==> config.mk <==
export PLATFORM = sky130hd
export DESIGN_NAME = pong_score_keeper
export DESIGN_NICKNAME = d
export VERILOG_FILES = /design/src/rtl/pong_score_keeper.sv
export SDC_FILE = /design/constraint.sdc
export NUM_CORES = 1
export LEC_CHECK = 0
export ABC_CLOCK_PERIOD_IN_PS = 2160
export BUFFER_PORTS_ARGS = -buffer_cell sky130_fd_sc_hd__buf_2
export CAP_MARGIN = 20
export CORE_UTILIZATION = 45
export DETAILED_ROUTE_END_ITERATION = 6
export PLACE_DENSITY_LB_ADDON = 0.2
export SLEW_MARGIN = 0
export SYNTH_ARGS = -nofsm -noshare
export SYNTH_HDL_FRONTEND = slang
export SYNTH_SLANG_ARGS = --single-unit
==> constraint.sdc <==
create_clock -name clk -period 2.16 [get_ports clk]
set_input_delay 0.324 -clock clk [delete_from_list [all_inputs] [get_ports clk]]
set_output_delay 0.324 -clock clk [all_outputs]
set_load 0.05 [all_outputs]
==> src/rtl/pong_score_keeper.sv <==
// rtl/pong_score_keeper.sv - Pong score keeper: BCD scores, game-flow FSM and six-digit display codes.
module pong_score_keeper #(
  parameter int WIN_SCORE    = 11,
  parameter int FLASH_CYCLES = 25000000
) (
  input  logic       clk,
  input  logic       resetn,
  input  logic       start,
  input  logic       point_p1,
  input  logic       point_p2,
  output logic [3:0] seg0,
  output logic [3:0] seg1,
  output logic [3:0] seg2,
  output logic [3:0] seg3,
  output logic [3:0] seg4,
  output logic [3:0] seg5,
  output logic       game_over,
  output logic [1:0] winner,
  output logic       serve_en
);

  localparam int              CW       = $clog2(FLASH_CYCLES + 1);
  localparam logic [CW-1:0]   CNT_LAST = CW'(FLASH_CYCLES - 1);
  localparam logic [7:0]      WIN_BCD  = {4'(WIN_SCORE / 10), 4'(WIN_SCORE % 10)};
  localparam logic [3:0]      BLANK    = 4'hF;

  typedef enum logic [1:0] {IDLE, PLAY, WIN} state_t;

  state_t        state, state_n;
  logic [7:0]    p1, p1_n, p2, p2_n;
  logic [CW-1:0] cnt, cnt_n;
  logic          hidden, hidden_n;
  logic [1:0]    win_n;
  logic          hit1, hit2;
  logic [3:0]    seg0_n, seg1_n, seg2_n, seg3_n, seg4_n, seg5_n;
  logic          game_over_n, serve_en_n;

  function automatic logic [7:0] bcd_inc(input logic [7:0] v);
    if (v[3:0] == 4'd9) return {v[7:4] + 4'd1, 4'd0};
    return {v[7:4], v[3:0] + 4'd1};
  endfunction

  always_ff @(posedge clk or negedge resetn) begin
    if (!resetn) begin
      state     <= IDLE;
      p1        <= '0;
      p2        <= '0;
      cnt       <= '0;
      hidden    <= 1'b0;
      winner    <= 2'b00;
      seg0      <= 4'd0;
      seg1      <= 4'd0;
      seg2      <= BLANK;
      seg3      <= BLANK;
      seg4      <= 4'd0;
      seg5      <= 4'd0;
      game_over <= 1'b0;
      serve_en  <= 1'b0;
    end else begin
      state     <= state_n;
      p1        <= p1_n;
      p2        <= p2_n;
      cnt       <= cnt_n;
      hidden    <= hidden_n;
      winner    <= win_n;
      seg0      <= seg0_n;
      seg1      <= seg1_n;
      seg2      <= seg2_n;
      seg3      <= seg3_n;
      seg4      <= seg4_n;
      seg5      <= seg5_n;
      game_over <= game_over_n;
      serve_en  <= serve_en_n;
    end
  end

  always_comb begin
    state_n  = state;
    p1_n     = p1;
    p2_n     = p2;
    cnt_n    = cnt;
    hidden_n = hidden;
    win_n    = winner;
    hit1     = 1'b0;
    hit2     = 1'b0;

    case (state)
      IDLE: begin
        if (start) begin
          p1_n    = '0;
          p2_n    = '0;
          state_n = PLAY;
        end
      end
      PLAY: begin
        if (point_p1) p1_n = bcd_inc(p1);
        if (point_p2) p2_n = bcd_inc(p2);
        hit1 = (p1_n == WIN_BCD);
        hit2 = (p2_n == WIN_BCD);
        if (hit1 || hit2) begin
          state_n  = WIN;
          win_n    = {hit2, hit1};
          cnt_n    = '0;
          hidden_n = 1'b0;
        end
      end
      WIN: begin
        if (start) begin
          p1_n     = '0;
          p2_n     = '0;
          win_n    = 2'b00;
          cnt_n    = '0;
          hidden_n = 1'b0;
          state_n  = PLAY;
        end else if (cnt == CNT_LAST) begin
          cnt_n    = '0;
          hidden_n = ~hidden;
        end else begin
          cnt_n = cnt + 1'b1;
        end
      end
      default: state_n = IDLE;
    endcase

    // Outputs are derived from next-state values so the display moves on the same edge as the pulse.
    seg5_n = (state_n == WIN && hidden_n && win_n[0]) ? BLANK : p1_n[7:4];
    seg4_n = (state_n == WIN && hidden_n && win_n[0]) ? BLANK : p1_n[3:0];
    seg1_n = (state_n == WIN && hidden_n && win_n[1]) ? BLANK : p2_n[7:4];
    seg0_n = (state_n == WIN && hidden_n && win_n[1]) ? BLANK : p2_n[3:0];
    seg3_n = BLANK;
    if (state_n == WIN) begin
      case (win_n)
        2'b01:   seg3_n = 4'd1;
        2'b10:   seg3_n = 4'd2;
        default: seg3_n = 4'd0;
      endcase
    end
    seg2_n      = BLANK;
    game_over_n = (state_n == WIN);
    serve_en_n  = (state_n == PLAY);
  end

endmodule
==> metrics, run 1 <==
outcome complete, but fails checks; failing checks negative setup slack; Post-Route Utilization 0.6061; Max-cap violations 0; maximum clock path buffer count 2; initial antenna violation count 0; Yosys warnings 0; Post-synth top flop dfrtp_1; crit path max-delay cell type or3_4; Post-Route WL between 9000 and 10000 um; CTS Buf Count 9; Leak 2.203 nW; Final Hold Slack approximately 350 ps; Detailed Place HPWL 6112 um; Die W ~92 um; Layout area overhead 28.86%; critical-path cell list inv_1, ha_2, buf_6, nand2_4, o31ai_4, a32oi_2, or3_4, a31oi_4, o211ai_4, nand3_2; post-layout net count 486; CP Class reg -> reg; vias in the first global route ~3200; Design Power 4.070 mW; Max Fclk about 450 MHz; syn avg cell area about 9.3 um2; Residual DRC 0; Max rail drop VDD 0.0006225 V; CP Data Arrival Time 2500 ps; CP Max Fanout 8; worst skew pair latency 350 ps; worst setup margin -58.75 ps; Port Buffers 28; chip height 92.34 um; routability cong. 0.8463; Core Footprint 7807 um2; first-pass GRT wire length 14840 um; fin area around 4700 um2; Critical Path Source Type register; Rel. slew slack 0.6342; TritonRoute pass-1 iters 6; vias per inst 5.722; CTS tree yes; final slew viol count 0; Tightest Pin Transition 544.5 ps; CP required 2440 ps; number of flops mapped to enable cells by yosys 0; placed cell areas 4240 um2; row cnt 32; GRT overflow 0; # diodes 0; num ports 33; DR WL/cell 15.61 um; DP Worst Slack -160.0 ps; Iteration-0 DRC Markers 110; largest stage delay on the critical path 450 ps; Vias about 3300; final worst path period share 1.027; Starting Density 0.4704; clock slew seen by the registers of the worst setup and hold paths 70 ps; Syn Inst Count 393; H-tree depth 3; Cell variety after synth 59; total die area approximately 8500 um2; synthesized area 3672 um2; Setup Viol. Count Final 19; Clock Tree Root clkbuf_8; Post-Route Skew 12.97 ps; CP Capture Type register; asr flop ratio synth 1.000; RSZ-0062 raised after global routing yes; min cycle time layout roughly 2200 ps; GRT Util Overall 0.2239; sequential area share after synthesis 0.4576; largest net degree at the start of global routing 34; TritonCTS Sinks 67; class of the worst hold path in -> reg; ratio of cells with drive above 1 in the final layout 0.3187; final hold violation count 0; total power per unit cell area 860.1 nW/um2; post-route ant nets 0; Seq cells post-synth 67
## cells by family (layout without fill, tap and decap cells)
kind of cell    after synthesis  count (layout)  synth area share
compound gates              122             122            0.2184
fa+ha+maj                     9               9           0.03066
mux                           1               1          0.002726
other cells                   1               4          0.001021
simple gates                160             160            0.2406
xor+xnor                      2               2          0.004771
buf+inv                      31             112           0.04429
flops                        67              67            0.4576
## flip-flops by register name, summed over array words and instances (netlist names)
signal and cells:
p2 8, seg4 4, p1 8, seg0 4
seg3 3, cnt 25, serve_en 1, hidden 1
winner 2, seg5 4, state 2, game_over 1
seg1 4
## repair_timing
item | CTS | global route
pin swaps | 6 | 22
setup buffers | 2 | 8
hold buffers | 1 | 0
setup endpoints to repair | 39 | 47
endpoints found under the hold margin | 14 | 0
resized for setup | 17 | 45
## worst max-delay path: cells and delay by family, from the launching register on
kind,cells,cell delay (ps)
flops,1,380
buf+inv,2,180
compound gates,4,800
fa+ha+maj,1,180
simple gates,3,620
## layout by cell type (no fill, tap or decap), types with 3 or more instances in the layout
cell      instances
nor3_1            6
nor2_1           31
o21ai_1          20
clkbuf_8          9
o21ai_2           8
nand3_2           3
buf_4            51
o41ai_2           5
a21oi_1          12
dfrtp_1          64
buf_6             3
and2_1            8
a32o_1            3
nand2b_1         20
inv_1            11
o21ai_0          26
o31ai_1          13
dfstp_2           3
nand2_1          30
and3_1            3
ha_1              7
nor2b_1           6
conb_1            4
buf_2            28
nand3_1          17
or3_1             3
a31oi_1           7
nand4_1           9
a21o_1            4
## stage by stage
step | TNS, ps | std cells
after floorplan | -1287 | 396
after global placement | -534.2 | 552
after detailed placement | -2365 | 552
after CTS | -12.70 | 571
after global routing | -5803 | 579
final | -673.8 | 579
## area by class of cell
class	count	area (um2)
timing repair buffer	85	606.8
clock inverter	5	77.57
clock buffer	11	131.4
multi-input combinational	298	2067
tap	102	127.6
fill	670	3075
sequential	67	1680
inverter	11	41.29
## synthesized netlist by cell type, types with 3 or more instances
| master | n | area share |
|---|---|---|
| nand2_1 | 31 | 0.032 |
| a21oi_1 | 13 | 0.018 |
| or3_1 | 3 | 0.0051 |
| a32o_1 | 3 | 0.0082 |
| o31ai_1 | 15 | 0.031 |
| a31oi_1 | 8 | 0.014 |
| nor2_1 | 33 | 0.034 |
| nand3_1 | 20 | 0.027 |
| dfrtp_1 | 64 | 0.44 |
| nand2b_1 | 21 | 0.036 |
| dfstp_2 | 3 | 0.021 |
| o21ai_0 | 49 | 0.067 |
| nor3_1 | 6 | 0.0082 |
| ha_1 | 9 | 0.031 |
| inv_1 | 11 | 0.011 |
| buf_2 | 4 | 0.0055 |
| buf_6 | 3 | 0.0092 |
| nor2b_1 | 6 | 0.010 |
| nand4_1 | 9 | 0.015 |
| and3_1 | 3 | 0.0051 |
| o21ai_1 | 6 | 0.0082 |
| a21o_1 | 4 | 0.0082 |
| and2_1 | 8 | 0.014 |
| clkbuf_1 | 8 | 0.0082 |
| o41ai_1 | 6 | 0.014 |
| buf_4 | 5 | 0.010 |
## power by group
| group | internal [mW] | switching [mW] |
|---|---|---|
| clock network | 0.647 | 0.485 |
| logic | 0.535 | 0.979 |
| registers | 1.36 | 0.0609 |
| total | 2.55 | 1.52 |
## final timing paths
path                          start      end  slack (ps)  depth (start not counted)
min in group asynchronous    resetn  cnt[15]         430                          2
hold / removal             point_p2    p2[1]         350                          2
setup reg to reg              p2[1]  seg0[2]         -60                         10
max in group asynchronous    resetn    p1[6]        1130                          3
hold reg to reg             cnt[24]  cnt[24]         490                          1
setup / recovery              p2[1]  seg0[2]         -60                         10
## routing by layer
| layer | vias up | part of all wire | track usage |
|---|---|---|---|
| li1 | 1593 | - | - |
| met1 | 1627 | 0.44 | 0.2687 |
| met2 | 72 | 0.51 | 0.3877 |
| met3 | 21 | 0.030 | 0.05172 |
| met4 | 0 | 0.023 | 0.08724 |
| met5 | - | 0 | 0 |
Note: power is estimated with default switching activity, not from simulation.
==> inputs of run 2 (changes only) <==
Settings changed: SKIP_CTS_REPAIR_TIMING from default to 1.
==> run 2 against run 1 <==
  * Sequential share of layout area down 0.18 points
  * Final cell count did not move
  * Utilization increased by 0.40 points
  * Count of clock-buffer cells in the layout did not move
  * Clock power hardly changed
  * Flip-flop and latch count unchanged
  * The flow still finishes with violations (negative setup slack)
  * Critical endpoint unchanged
  * Combinational power increased by 3%
  * Register-to-register slack improved by 40 ps
==> metrics, run 2 (synthesis gave the netlist of run 1 again) <==
DP Worst Slack -160.0 ps; R2R depth 8; DR WL/cell approximately 16 um; maximum clock path buffer count 2; Vias about 3300; Iteration-0 DRC Markers 124; Tightest Pin Transition 541.2 ps; placed cell count 552; final worst path period share 1.010; Setup Viol. Count Final 9; final slew viol count 0; vias in the first global route 3155; class of the worst hold path in -> reg; CP Class reg -> reg; sequential power share 0.347; min cycle time layout ~2200 ps; CP required 2440 ps; Core Footprint 7807 um2; Die W 92.34 um; final hold violation count 0; Post-Layout Cell Count 579; CTS tree yes; largest net degree at the start of global routing 34; vias per inst between 5 and 6; num ports 33; CP Max Fanout 8; P_sw 1.532 mW; Clk pwr share 0.275; Post-Route Skew 14.57 ps; H-tree depth 3; Port Buffers 28; # diodes 0; post-route ant nets 0; TritonRoute pass-1 iters 4; TritonCTS Sinks 67; CTS Buf Count 9; max reg flops 25; Layout area overhead 29.71%; Detailed Place HPWL 6112 um; WHS Path Cells 2; Max-cap violations 0; Max rail drop VDD 0.0005888 V; Max Fclk approximately 460 MHz; first-pass GRT wire length roughly 15000 um; worst setup margin -20.53 ps; Gate power share 0.378; Rel. slew slack 0.6364; GRT Util Overall 0.2191; sw frac 0.3730; Design Power 4.107 mW; Critical Path Source Type register; post-layout net count between 400 and 500; CP Capture Type register; GRT overflow 0; worst skew pair latency about 350 ps; chip height 92.34 um; Final Hold Slack 344.6 ps; total die area roughly 8500 um2; Post-Route WL 9037 um; biggest regs cnt (25), p1 (8), p2 (8); Biggest register cnt; RSZ-0062 raised after global routing yes; Internal 2.575 mW; Residual DRC 0; total power per unit cell area 862.3 nW/um2; Starting Density 0.4704; ratio of cells with drive above 1 in the final layout 0.3291; failing checks negative setup slack; row cnt 32; outcome complete, but fails checks; routability cong. 0.8463; most common cell after layout, fill and taps aside dfrtp_1; Leak 2.222 nW; Clock Tree Root clkbuf_8; CP Data Arrival Time 2460 ps; commonest cells after routing, fill and taps aside 62 x dfrtp_1, 49 x buf_4, 31 x nor2_1, 31 x nand2_1; initial antenna violation count 0; clock slew seen by the registers of the worst setup and hold paths 70 ps
run 2: metrics by stage:
step | setup TNS, ps | utilization | cell area [um2]
finish | -107.5 | 0.6101 | 4763
global route | -3183 | 0.6101 | 4763
CTS | -2919 | 0.5699 | 4449
detailed placement | -2365 | 0.5431 | 4240
global placement | -534.2 | 0.5431 | 4240
floorplan | -1287 | - | 3724
run 2: per-layer routing:
metal / global-route usage / part of all wire / vias to the layer above
met5: 0 / 0 / -
met4: 0.08464 / 0.017 / 0
met3: 0.05008 / 0.022 / 14
li1: - / - / 1597
met2: 0.3772 / 0.52 / 47
met1: 0.2654 / 0.44 / 1610
run 2: final cells by class:
class,count,area [um2]
multi-input combinational,300,2102
fill,672,3044
clock inverter,5,77.57
clock buffer,11,131.4
timing repair buffer,83,600.6
inverter,11,41.29
sequential,67,1683
tap,102,127.6
run 2: power by group through the flow:
stage / sequential (mW) / combinational, mW / clock (mW)
2_1_floorplan: 1.66 / 0.654 / 0
3_3_place_gp: 1.44 / 1.30 / 0
3_5_place_dp: 1.44 / 1.34 / 0
4_1_cts: 1.42 / 1.34 / 1.15
5_1_grt: 1.44 / 1.68 / 1.21
6_report: 1.43 / 1.55 / 1.13
run 2: path summary, 6_finish.rpt:
| kind | from | endpoint | slack [ps] |
|---|---|---|---|
| max reg2reg | p2[0] | seg0[2] | -20 |
| min in group asynchronous | resetn | cnt[15] | 430 |
| max | p2[0] | seg0[2] | -20 |
| max in group asynchronous | resetn | seg4[1] | 1130 |
| min | point_p2 | p2[1] | 340 |
| min reg2reg | cnt[24] | cnt[24] | 490 |
run 2: worst max-delay path: stages (launching register included):
cell and delay (ps):
dfrtp_1 400, ha_2 180, and4b_2 260, a211oi_2 210
a41oi_2 80, or3_4 410, a31oi_4 260, o211ai_4 190
nand3_2 120
